File: src/rtl/edulent_memory.sv
// rtl/edulent_memory.sv - CPU-facing RAM with host byte loader and bulk-clear engine
module edulent_memory #(
    parameter int ADDR_W = 8,
    parameter int DATA_W = 8
) (
    input  logic              i_clk,
    input  logic              i_rst,
    input  logic [ADDR_W-1:0] i_mem_addr,
    input  logic [DATA_W-1:0] i_mem_data_write,
    input  logic              i_mem_write_enable,
    output logic [DATA_W-1:0] o_mem_data_read,
    input  logic              i_load_start,
    input  logic [ADDR_W:0]   i_load_len,
    input  logic              i_load_valid,
    input  logic [DATA_W-1:0] i_load_data,
    output logic              o_load_ready,
    input  logic              i_clear_start,
    output logic              o_cpu_hold,
    output logic              o_done,
    output logic              o_load_error,
    output logic [DATA_W-1:0] o_checksum
);

    localparam int DEPTH = 1 << ADDR_W;

    typedef enum logic [1:0] {
        S_IDLE,
        S_LOAD,
        S_CLEAR,
        S_DONE
    } state_t;

    state_t            state_q, state_d;
    logic [ADDR_W:0]   cnt_q;
    logic [ADDR_W:0]   len_q;
    logic [DATA_W-1:0] rd_q;
    logic [DATA_W-1:0] sum_q;
    logic              err_q;
    logic [DATA_W-1:0] mem [DEPTH];

    logic              len_ok;
    logic              load_go;
    logic              load_bad;
    logic              clear_go;
    logic              load_acc;
    logic              mem_we;
    logic [ADDR_W-1:0] mem_waddr;
    logic [DATA_W-1:0] mem_wdata;

    assign len_ok   = (i_load_len != '0) && (i_load_len <= (ADDR_W+1)'(DEPTH));
    assign load_go  = (state_q == S_IDLE) && i_load_start && len_ok;
    assign load_bad = (state_q == S_IDLE) && i_load_start && !len_ok;
    // A load strobe (legal or not) always takes priority over a clear strobe.
    assign clear_go = (state_q == S_IDLE) && !i_load_start && i_clear_start;
    assign load_acc = (state_q == S_LOAD) && i_load_valid;

    always_comb begin
        state_d   = state_q;
        mem_we    = 1'b0;
        mem_waddr = i_mem_addr;
        mem_wdata = i_mem_data_write;
        case (state_q)
            S_IDLE: begin
                mem_we = i_mem_write_enable;
                if (load_go) begin
                    state_d = S_LOAD;
                end else if (clear_go) begin
                    state_d = S_CLEAR;
                end
            end
            S_LOAD: begin
                mem_we    = i_load_valid;
                mem_waddr = cnt_q[ADDR_W-1:0];
                mem_wdata = i_load_data;
                if (load_acc && (cnt_q + (ADDR_W+1)'(1) == len_q)) begin
                    state_d = S_DONE;
                end
            end
            S_CLEAR: begin
                mem_we    = 1'b1;
                mem_waddr = cnt_q[ADDR_W-1:0];
                mem_wdata = '0;
                if (cnt_q[ADDR_W-1:0] == '1) begin
                    state_d = S_DONE;
                end
            end
            default: state_d = S_IDLE;
        endcase
        if (i_rst) begin
            mem_we = 1'b0;
        end
    end

    always_ff @(posedge i_clk) begin
        if (i_rst) begin
            state_q <= S_IDLE;
            cnt_q   <= '0;
            len_q   <= '0;
            rd_q    <= '0;
            sum_q   <= '0;
            err_q   <= 1'b0;
        end else begin
            state_q <= state_d;
            err_q   <= load_bad;
            // Write-first: a same-cycle CPU write is what the CPU reads back.
            if (state_q == S_IDLE) begin
                rd_q <= i_mem_write_enable ? i_mem_data_write : mem[i_mem_addr];
            end else begin
                rd_q <= '0;
            end
            if (load_go) begin
                len_q <= i_load_len;
                cnt_q <= '0;
                sum_q <= '0;
            end else if (clear_go) begin
                cnt_q <= '0;
            end else if (load_acc || (state_q == S_CLEAR)) begin
                cnt_q <= cnt_q + (ADDR_W+1)'(1);
            end
            if (load_acc) begin
                sum_q <= sum_q + i_load_data;
            end
        end
    end

    // RAM array has no reset so partial loads/clears survive a reset.
    always_ff @(posedge i_clk) begin
        if (mem_we) begin
            mem[mem_waddr] <= mem_wdata;
        end
    end

    assign o_cpu_hold      = (state_q != S_IDLE);
    assign o_load_ready    = (state_q == S_LOAD);
    assign o_done          = (state_q == S_DONE);
    assign o_load_error    = err_q;
    assign o_checksum      = sum_q;
    assign o_mem_data_read = o_cpu_hold ? '0 : rd_q;

endmodule
File: config.mk
export PLATFORM = sky130hd
export DESIGN_NAME = edulent_memory
export DESIGN_NICKNAME = d
export VERILOG_FILES = /design/src/rtl/edulent_memory.sv
export SDC_FILE = /design/constraint.sdc
export NUM_CORES = 2
export LEC_CHECK = 0
export CORE_MARGIN = 2
export CORE_UTILIZATION = 35
export CTS_CLUSTER_DIAMETER = 50
export CTS_CLUSTER_SIZE = 30
export DETAILED_ROUTE_END_ITERATION = 10
export PLACE_DENSITY = 0.5
export SYNTH_ARGS = -nofsm -noshare
export SYNTH_HDL_FRONTEND = slang
export SYNTH_SLANG_ARGS = --single-unit
File: constraint.sdc
create_clock -name i_clk -period 32.7 [get_ports i_clk]
set_input_delay 8.175 -clock i_clk [delete_from_list [all_inputs] [get_ports i_clk]]
set_output_delay 8.175 -clock i_clk [all_outputs]
set_load 0.01 [all_outputs]
Word-level counts from Yosys, hierarchy flattened
Memory sizes are Yosys's and may differ from the RTL's. A register that Yosys moved wholly into a read port is not among the register bits.
Cells that the tools add are included.
{ "totals": {"inputBits": 39, "mem_bits_rw": 2048, "n_memories": 1, "reg_bits": 29, "word_cells": 51} }
{ "memory_table": {"columns": ["name", "depth", "word_bits", "rd", "rd_ports_with_merged_regs", "wr", "line", "source"], "rows": [
  ["mem", 256, 8, 1, 1, 1, "39", "logic [DATA_W-1:0] mem [DEPTH];"]
]} }
{ "op_classes": {"addsub": 2, "bitwise": 1, "n_eq_ne": 8, "magnitude_cmp": 1, "n_reduce_logical": 19, "mux": 14} }
{ "ops": {"columns": ["operator", "count"], "rows": [
  ["$mux W8", 4],
  ["$pmux W8 S2", 1],
  ["$add A9 B1 Y9 const B", 1],
  ["$eq A9 B9 Y1", 1],
  ["$le A9 B9 Y1 const B", 1],
  ["$reduce_bool A9 Y1", 1],
  ["$add A8 B8 Y8", 1],
  ["$eq A8 B8 Y1 const B", 1],
  ["$logic_and A1 B1 Y1", 8],
  ["$mux W2", 4],
  ["$pmux W2 S3", 1],
  ["$eq A2 B2 Y1 const B", 2],
  ["$reduce_bool A2 Y1", 2],
  ["$reduce_or A2 Y1", 2],
  ["$mux W1", 3],
  ["$ne A3 B3 Y1 const B", 1],
  ["$pmux W1 S3", 1],
  ["$reduce_and A3 Y1", 1],
  ["$reduce_or A3 Y1", 1],
  ["$eq A2 B1 Y1 const B", 1],
  ["$logic_not A1 Y1", 2],
  ["$logic_not A2 Y1", 1],
  ["$ne A2 B1 Y1 const B", 1],
  ["$ne A2 B2 Y1 const B", 1],
  ["2 further kinds", 2]
]} }

Longest topological paths before layout
{ "logic_depth": {"depth_word": 6, "mapped_depth": 14} }

Worst setup path before layout
No wires, ideal clock.
{ "synth_timing": {"kind": "in2reg", "from": "in i_mem_data_write[4]", "to": "mem mem[0][4], data pin", "path_slack_ps": 12350, "arrival_ps": 18153, "path_stages": 2, "cell_sequence": "inv_1 > o21ai_0"} }
{ "synth_between": {"elab_chain_cells": 1} }
{ "synth_lines": {"columns": ["item", "line", "source"], "rows": [
  ["start, declared", "9", "input logic [DATA_W-1:0] i_mem_data_write,"],
  ["$pmux W8 S2", "62", "case (state_q)"],
  ["named net mem_wdata[4]", "48", "logic [DATA_W-1:0] mem_wdata;"],
  ["end, declared", "39", null]
]} }
The timed path passes the listed nets, and every way through them passes these cells.

==> flow_summary.ini <==
[worst_setup_path]
crit_path_top_delay_cell = buf_4
critical_path.max_stage_delay_ns = 0.85
path_cells = buf_8 -> buf_4 -> buf_12 -> buf_4 -> buf_4 -> mux4_2 -> a22o_1 -> a221oi_1 -> o22ai_1 -> a21oi_1 -> a21oi_1 -> or4_1
path_class = in2reg
path_common_cell = buf_4
cp.arrival_ns = 14.14
start_kind = primary input
crit_fanout = 87
critPathRequiredTime_ns = 33.44
end_kind = flop

[cts]
htreeDepth = 4
cts-root-buf = clkbuf_16
cts-resized-gates = 0
cts_buffer_depth = 3
cts.sinks = 2085
cts_setup_buffers = 0
path_clk_slew_ns = 0.07
cts_made_buffers = 197
ctsHoldBuffers = 0
cts_tree = built
clk_latency_ns = 0.87

[grt]
grt_pass1_vias = 41110
antenna_found_initial = 10
grt_max_degree = 234
gr-total-overflow = 0
grt_usage = 0.1878
grt_pass1_wl_um = 317600

[placed_design]
port_buffers = 58
hpwl_um = 133400
gp_congestion = 0.8215
place_ws_ns = 18.17

[die]
initial_core_util = 0.3510
fp.dieW_um = 486.2
pin_count = 59
num_rows = 177
core-area_um2 = 231900
die_h_um = 486.2
die_area_um2 = 236400

[logic_synthesis]
postSynthAreaPerCell_um2 = 19.93
async_flop_share = 0
synth_warnings = 0
syn_nets = 4135
synth_most_common_cell = edfxtp_1
synthCells = 4083
synth.distinct_cells = 62
seq_area_frac_synth = 0.7648
yosysTopAreaCell = edfxtp_1
synth.area.top_cells = edfxtp_1 76%, mux4_2 12%, mux2i_1 1.8%
synth_top_area_frac = 0.7557
synth_edf_count = 2048
ys.flop_type = edfxtp_1
syn_area_um2 = 81380
synthTopCellsByCount = 2048 x edfxtp_1, 416 x mux4_2, 299 x nor2_1
synth_seq_cells = 2085

[timing]
rsz0062_at_grt = no
final_max_slew_viol_count = 0
worst_slack_ns = 19.30
slew_headroom = 0.05648
clock.fmax_mhz = 74.61
fin_crit_sh = 0.4099
fin_crit_ns = 13.40
setup_tns_ns = 0
final_hold_viol_count = 0
worst_slew_pin_slew_ns = 1.415
setup_viol = 0
clock_skew_ns = 0.04186

[worst_hold_path]
min_path_type = reg2reg

[routing]
num_vias = 40780
viasPerCell = 5.510
drtPass1Iterations = 6
avgRoutedWirePerCell_um = 30.30
routed_wl_um = 224200
dr.first_iter.drc_count = 4417
ant_nets = 0
drc = 0

[final_layout]
n_fill_cell = 20480
syn2layout_area_growth_pct = 13.70
multi_input_area_um2 = 18110
drive_gt1_frac = 0.2214
seqCellArea_um2 = 62240
nets = 4226

[power_and_ir_drop]
total_power_w = 0.006337
power.ir.vdd_worst_v = 0.00008951
power_leakage_nw = 28.52
power_density_nw_per_um2 = 68.48

[flow_run]
drv_cap = 0

[run_status]
run_status = complete, no violations
## power by group
group / leakage (nW) / internal (W) / switching, W
clock: 3.29 / 0.00129 / 0.00112
combinational: 6.38 / 0.000139 / 0.000555
sequential: 18.9 / 0.00322 / 0.00000967
## worst max-delay path: cells and delay by family
family                 cells  cell delay [ns]
buffers and inverters      5             3.30
AOI/OAI and AO/OA          5             1.29
muxes                      1             0.59
and+or+nand+nor            1             0.54
## registers in the layout, indices dropped and copies added (netlist names)
name	count
cnt_q	9
state_q	2
rd_q	8
len_q	9
mem	2048
o_load_error	1
o_checksum	8
## per-stage QoR
step	hold WS [ns]	instance area [um^2]	util	std cells
after global routing	0.4948	92510	0.3990	7393
after CTS	0.4851	92510	0.3990	7392
after floorplan	0.4481	81380	-	4083
after detailed placement	0.4716	85640	0.3693	7018
after global placement	0.4663	85640	0.3693	7018
final	0.4818	92530	0.3991	7401
## path summary, 6_finish.rpt
kind	cells after the start	endpoint	startpoint	slack (ns)
max	12	rd_q[0]	i_mem_addr[0]	19.30
min reg2reg	2	len_q[1]	len_q[1]	0.48
max reg2reg	9	mem[226][6]	state_q[1]	27.88
min	2	len_q[1]	len_q[1]	0.48
## metal layers
metal  vias to the layer above  GRT usage  routed length [um]
met1                     22020     0.2715              100200
li1                      17140          -                   -
met2                      1355     0.2949              105000
met4                         0    0.05463                5737
met5                         -          0                   0
met3                       267    0.02804               13260
## cell type report
| type | count | share of cell area |
|---|---|---|
| Sequential cell | 2085 | 0.6726 |
| Multi-Input combinational cell | 1715 | 0.1957 |
| Clock buffer | 210 | 0.05403 |
| Tap cell | 3043 | 0.04115 |
| Clock inverter | 164 | 0.02024 |
| Timing Repair Buffer | 152 | 0.01510 |
| Inverter | 23 | 0.0009330 |
| Antenna cell | 9 | 0.0002434 |
## logic make-up after synthesis
family / Yosys count / share of synthesized area
muxes: 606 / 0.1392
xor gates and xnor gates: 34 / 0.003659
adders and majority gates: 13 / 0.002091
DFF: 2085 / 0.7648
AOI/OAI and AO/OA: 494 / 0.04345
buffers and inverters: 283 / 0.01536
and+or+nand+nor: 568 / 0.03144
## cells in the final DEF (no fill, tap or decap), types with 9 or more instances in the layout
cell type,n
o22ai_1,29
inv_6,31
clkinv_4,13
a21oi_1,136
dfxtp_1,37
nand2_1,72
nor2_1,298
bufinv_16,16
diode_2,9
clkinv_2,17
clkinv_1,16
clkbuf_1,12
and2_1,10
mux2_2,46
a221oi_1,72
edfxtp_1,2048
o21ai_0,31
inv_1,22
clkdlybuf4s50_1,55
clkinv_8,13
a22o_1,80
ha_1,11
or4_1,12
a2111oi_0,12
xnor2_1,30
inv_8,27
buf_4,86
mux2i_1,144
o221ai_1,46
a31oi_1,9
nand2_2,11
nor3_1,22
clkinvlp_4,25
or3_1,10
mux4_2,416
nand3_1,54
and3_1,27
clkbuf_16,198
a22oi_1,22
Note: power is estimated with default switching activity, not from simulation.
